--- src/rtl/mem_bist_ctrl.sv ---
// rtl/mem_bist_ctrl.sv - built-in self-test sequencer for a ROM/RAM memory module
module mem_bist_ctrl #(
    parameter int ADDR_BITS    = 16,
    parameter int DATA_BITS    = 8,
    parameter int ROM_SIZE     = 1024,
    parameter int ROM_TEST_LEN = 16,
    parameter int RAM_TEST_LEN = 16
) (
    input  logic                 CLK,
    input  logic                 RESET,
    input  logic                 start,
    input  logic [DATA_BITS-1:0] mem_rdata,
    output logic [ADDR_BITS-1:0] mem_addr,
    output logic [DATA_BITS-1:0] mem_wdata,
    output logic                 mem_we,
    output logic                 mem_cs,
    output logic                 mem_clr,
    output logic                 busy,
    output logic                 done,
    output logic                 pass,
    output logic [2:0]           err_code,
    output logic [ADDR_BITS-1:0] err_addr,
    output logic [15:0]          rom_sum
);

    typedef enum logic [3:0] {
        IDLE, ROM_RD1, ROM_WR, ROM_RD2, RAM_WR, RAM_RD,
        CLR, GAP, RAM_RD0, ROM_RD3, DONE
    } state_t;

    localparam logic [ADDR_BITS-1:0] ROM_LAST = ADDR_BITS'(ROM_TEST_LEN - 1);
    localparam logic [ADDR_BITS-1:0] RAM_LAST = ADDR_BITS'(RAM_TEST_LEN - 1);
    localparam logic [ADDR_BITS-1:0] RAM_BASE = ADDR_BITS'(ROM_SIZE);

    state_t                 state, next_state;
    logic [ADDR_BITS-1:0]   cnt;
    logic                   rd_b;
    logic [15:0]            acc;
    logic [15:0]            sum_now;
    logic [DATA_BITS-1:0]   pat;
    logic                   rd_phase;
    logic                   rom_last, ram_last;
    logic                   fail;
    logic [2:0]             fail_code;
    logic                   start_ok;

    assign busy     = (state != IDLE) && (state != DONE);
    assign start_ok = start && !busy;

    // Memory pins are decoded straight from state so an async reset idles them at once.
    always_comb begin
        next_state = state;
        mem_addr   = '0;
        mem_wdata  = '0;
        mem_we     = 1'b0;
        mem_cs     = 1'b0;
        mem_clr    = 1'b0;
        rd_phase   = 1'b0;
        fail       = 1'b0;
        fail_code  = 3'd0;
        sum_now    = acc + 16'(mem_rdata);
        pat        = DATA_BITS'(cnt) + DATA_BITS'(1);
        rom_last   = (cnt == ROM_LAST);
        ram_last   = (cnt == RAM_LAST);
        case (state)
            IDLE, DONE: begin
                if (start) next_state = ROM_RD1;
            end
            ROM_RD1: begin
                mem_cs   = 1'b1;
                mem_addr = cnt;
                rd_phase = 1'b1;
                if (rd_b && rom_last) next_state = ROM_WR;
            end
            ROM_WR: begin
                mem_cs    = 1'b1;
                mem_we    = 1'b1;
                mem_addr  = cnt;
                mem_wdata = '1;
                if (rom_last) next_state = ROM_RD2;
            end
            ROM_RD2, ROM_RD3: begin
                mem_cs   = 1'b1;
                mem_addr = cnt;
                rd_phase = 1'b1;
                if (rd_b && rom_last) begin
                    if (sum_now != rom_sum) begin
                        fail       = 1'b1;
                        fail_code  = (state == ROM_RD2) ? 3'd1 : 3'd4;
                        next_state = DONE;
                    end else begin
                        next_state = (state == ROM_RD2) ? RAM_WR : DONE;
                    end
                end
            end
            RAM_WR: begin
                mem_cs    = 1'b1;
                mem_we    = 1'b1;
                mem_addr  = RAM_BASE + cnt;
                mem_wdata = pat;
                if (ram_last) next_state = RAM_RD;
            end
            RAM_RD, RAM_RD0: begin
                mem_cs   = 1'b1;
                mem_addr = RAM_BASE + cnt;
                rd_phase = 1'b1;
                if (rd_b) begin
                    if (mem_rdata != ((state == RAM_RD) ? pat : '0)) begin
                        fail       = 1'b1;
                        fail_code  = (state == RAM_RD) ? 3'd2 : 3'd3;
                        next_state = DONE;
                    end else if (ram_last) begin
                        next_state = (state == RAM_RD) ? CLR : ROM_RD3;
                    end
                end
            end
            CLR: begin
                mem_clr    = 1'b1;
                next_state = GAP;
            end
            GAP: begin
                next_state = RAM_RD0;
            end
            default: next_state = IDLE;
        endcase
    end

    always_ff @(posedge CLK or posedge RESET) begin
        if (RESET) begin
            state    <= IDLE;
            cnt      <= '0;
            rd_b     <= 1'b0;
            acc      <= '0;
            done     <= 1'b0;
            pass     <= 1'b0;
            err_code <= 3'd0;
            err_addr <= '0;
            rom_sum  <= '0;
        end else begin
            state <= next_state;
            // Each phase starts from its base address with a fresh accumulator.
            if (next_state != state) begin
                cnt  <= '0;
                rd_b <= 1'b0;
                acc  <= '0;
            end else if (rd_phase) begin
                rd_b <= ~rd_b;
                if (rd_b) begin
                    cnt <= cnt + ADDR_BITS'(1);
                    acc <= sum_now;
                end
            end else if (mem_we) begin
                cnt <= cnt + ADDR_BITS'(1);
            end

            if (start_ok) begin
                done     <= 1'b0;
                pass     <= 1'b0;
                err_code <= 3'd0;
                err_addr <= '0;
                rom_sum  <= '0;
            end
            if (state == ROM_RD1 && rd_b && rom_last) rom_sum <= sum_now;
            if (fail) begin
                err_code <= fail_code;
                err_addr <= mem_addr;
            end
            if (next_state == DONE && state != DONE) begin
                done <= 1'b1;
                pass <= ~fail;
            end
        end
    end

endmodule

--- config.mk ---
export PLATFORM = sky130hd
export DESIGN_NAME = mem_bist_ctrl
export DESIGN_NICKNAME = d
export VERILOG_FILES = /design/src/rtl/mem_bist_ctrl.sv
export SDC_FILE = /design/constraint.sdc
export NUM_CORES = 1
export LEC_CHECK = 0
export CORE_ASPECT_RATIO = 0.7
export CORE_MARGIN = 1.5
export CORE_UTILIZATION = 61
export CTS_CLUSTER_SIZE = 30
export DETAILED_ROUTE_END_ITERATION = 8
export GPL_ROUTABILITY_DRIVEN = 0
export PLACE_DENSITY = 0.88
export SETUP_SLACK_MARGIN = 0.4
export SYNTH_ARGS = -nofsm -noshare
export SYNTH_HDL_FRONTEND = slang
export SYNTH_SLANG_ARGS = --single-unit
--- constraint.sdc ---
create_clock -name CLK -period 5.55 [get_ports CLK]
set_clock_uncertainty 0.15 [all_clocks]
set_input_delay 1.11 -clock CLK [delete_from_list [all_inputs] [get_ports CLK]]
set_output_delay 1.11 -clock CLK [all_outputs]
set_load 0.01 [all_outputs]
==> results by group <==
Run status
  • Status: finished, final reports clean

Global routing
  • Vias in the first global route: 5,635
  • First-pass GRT wire length: 28,700 um
  • Total congestion overflow: 0
  • GRT Util Overall: 35.9%
  • Largest net degree at the start of global routing: 53
  • Initial antenna violation count: 0

STA
  • Worst Tran Pin Value: 1.14 ns
  • Slack of the critical path: 0.613 ns
  • Final setup viols: 0
  • Max Clk Rate: 0.203 GHz
  • Slew margin rel.: approximately a quarter
  • Final Hold Fails: 0
  • Aggregate negative setup slack: 0 ns
  • Fin. max-slew vios: 0
  • Hold_ws: 0.333 ns
  • Final Critical Period: 4.94 ns
  • RSZ-0062 raised after global routing: false
  • Period utilization: 89.0%

Clocking
  • Max H-tree Level: 3
  • Maximum buffer depth of the clock tree: 2
  • Reg clk slew, reported paths: around 0.060 ns
  • Clock Latency Late Sink: 0.35 ns
  • TritonCTS clock tree: done
  • Clock root buffer: clkbuf_16
  • Clock sink total: 74
  • Total CTS buffers: 9
  • Post-CTS setup buffer count: 0

Placed design
  • DP HPWL: 12,500 um
  • DP Worst Slack: 0.343 ns
  • IO buf count: 75
  • Placed Cells incl. Taps: approximately 900

Setup path
  • Crit-path max FO: 32
  • Register-to-register setup slack: roughly 1.6 ns
  • Worst r2r dst: cnt[3]$_DFFE_PP0P_
  • Req. time, crit path: 5.64 ns
  • Crit. End Element: flop
  • Data arrival time of the worst path: 5.03 ns
  • CP max stage cell: nor2_1
  • Worst setup path category: in2reg
  • Type of origin of the critical path: primary input
  • Slowest stage delay, CP: about 0.55 ns
  • Critical Path, Cell by Cell: clkdlybuf4s50_1 > ha_1 > a21oi_1 > nand2_1 > nor2_1 > o221ai_1 > nor4_1 > nand3_1 > or3_1 > a31oi_2 > buf_12 > and4bb_2
  • Critical R2R Launch: acc[1]$_DFFE_PP0P_
  • Worst Reg-to-Reg Cells: 11

Detailed routing
  • Total number of vias: 6,085
  • DRT antenna net count: 0
  • Vias per cell: 6.68
  • Initial DRC Count: 1,028
  • Drt wl/cell: 19.2 um
  • First drt pass iteration count: 6
  • WL final: roughly 18,000 um
  • DRC violation count after routing: 0

Floorplanning
  • Die extent in x: 119 um
  • Die area: 10,100 um^2
  • Area of the core: 9140 um^2
  • IO Pins: 76
  • Die H: about 85 um
  • Cell Rows: 29
  • Starting Density: 63.3%

Min path
  • HP Start: done$_DFFE_PP0P_
  • Hold Crit Class: reg2reg
  • Sink of the worst hold path: done$_DFFE_PP0P_
  • Hold Crit Depth: 1

Logic synthesis
  • Asr flop ratio synth: 100%
  • Cell variety after synth: 75
  • FF+latch count, synth: between 70 and 80
  • Synth Flop Type: dfrtp_1
  • Syn Nets: 762
  • Seq/Total Area, Yosys: roughly a third
  • Yosys warnings: 0
  • Avg Cell Area, Syn: 7.84 um^2
  • Mapped Cells: 739
  • Number of flops mapped to enable cells by yosys: 0
  • Area of the mapped netlist: 5790 um^2

Power and ir drop
  • Peak supply drop: between 0.2 and 0.3 mV
  • PD cells: 358 nW/um^2
  • Leakage: 2.80 nW

Layout
  • Nets: 805
  • Commonest cells after routing, fill and taps aside: 98 x nand2_1, 75 x clkdlybuf4s50_1, 74 x dfrtp_1, 73 x nor2_1, 56 x o21ai_0
  • Synthesis-to-layout area growth: 18.9%
  • Commonest non-fill, non-tap cell in the layout: nand2_1
  • Ant diodes: 0
  • Filler cell count: around 650
  • Area of the multi-input gates: approximately 3600 um^2
  • FF/Latch Area: 1850 um^2
  • Layout cells sized above 1: 6.23%
  • Final cell count without fillers: a little over 900
  • Util after Layout: 75.3%

Flow run
  • Max-cap violation count: 0
==> worst max-delay path, delay by kind of cell <==
| family | cells | cell delay (ns) |
|---|---|---|
| AND/OR/NAND/NOR | 6 | 1.96 |
| buffers and inverters | 2 | 0.76 |
| AO/OA/AOI/OAI | 3 | 0.71 |
| adder cells (fa/ha/maj) | 1 | 0.48 |
==> routing by layer <==
metal  up-vias  track usage (%)  wire, um  part of all wire (%)
met5         -                0         0                     0
met4         0             13.0       605                   3.5
met3        83             9.38      2200                    13
met2       451             53.8      7580                    43
met1      2851             50.5      7160                    41
li1       2700                -         -                     -
==> registers in the layout, indices dropped and copies added (netlist names) <==
name,count
acc,16
pass,1
err_code,3
rd_b,1
err_addr,16
cnt,16
state,4
rom_sum,16
done,1
==> area by class of cell <==
class,count,area share [%]
timing repair buffer,83,12.1
tap,124,2.25
sequential,74,26.9
inverter,28,1.53
multi-input combinational,586,52.8
clock buffer,10,3.47
clock inverter,6,0.945
==> cells by family after synthesis <==
group	Yosys count	share of synthesized area, %
flops	74	32.0
fa+ha+maj	12	2.72
xor+xnor	57	8.86
compound gates	174	19.6
mux	22	3.95
simple gates	321	27.4
buf+inv	79	5.47
==> worst max path at each step <==
stage,start,endpoint,slack [ns],cells past startpoint
after floorplan,mem_rdata[0],acc[10]$_DFFE_PP0P_,1.21,13
after global placement,mem_rdata[0],cnt[3]$_DFFE_PP0P_,0.44,14
after detailed placement,mem_rdata[0],cnt[3]$_DFFE_PP0P_,0.34,14
after CTS,mem_rdata[0],cnt[3]$_DFFE_PP0P_,0.68,14
after global routing,mem_rdata[4],cnt[3]$_DFFE_PP0P_,0.46,12
final,mem_rdata[4],cnt[3]$_DFFE_PP0P_,0.61,12
==> metrics by stage <==
| stage | instance area [um^2] | power, mW |
|---|---|---|
| after floorplan | 5790 | 1.45 |
| after global placement | 6580 | 1.78 |
| after detailed placement | 6580 | 1.82 |
| after CTS | 6880 | 2.42 |
| after global routing | 6890 | 2.58 |
| final | 6890 | 2.47 |
==> Yosys cell counts (8+ instances only) <==
| cell | n | area share, % |
|---|---|---|
| buf_2 | 10 | 0.86 |
| nor2_1 | 73 | 4.7 |
| ha_1 | 11 | 2.4 |
| a31oi_1 | 8 | 0.86 |
| dfrtp_1 | 74 | 32 |
| a21o_1 | 10 | 1.3 |
| clkbuf_1 | 33 | 2.1 |
| nor3_1 | 16 | 1.4 |
| mux2i_1 | 15 | 2.6 |
| o21ai_0 | 56 | 4.8 |
| nand3_1 | 39 | 3.4 |
| nand2b_1 | 10 | 1.1 |
| inv_1 | 28 | 1.8 |
| nand4_1 | 14 | 1.5 |
| nand2_1 | 98 | 6.4 |
| xor2_1 | 18 | 2.7 |
| and2_1 | 23 | 2.5 |
| a21oi_1 | 40 | 3.5 |
| xnor2_1 | 38 | 5.7 |
==> report_power, final <==
part / internal (mW) / switching (mW)
Sequential: 0.614 / 0.116
Clock: 0.361 / 0.247
Combinational: 0.433 / 0.695
==> what timing repair did <==
| item | 4_1_cts | 5_1_grt |
|---|---|---|
| hold buffers | 0 | 0 |
| gates resized for setup | 0 | 2 |
| endpoints found under the setup margin | 0 | 1 |
No activity file was read; power rests on OpenSTA's default activity.
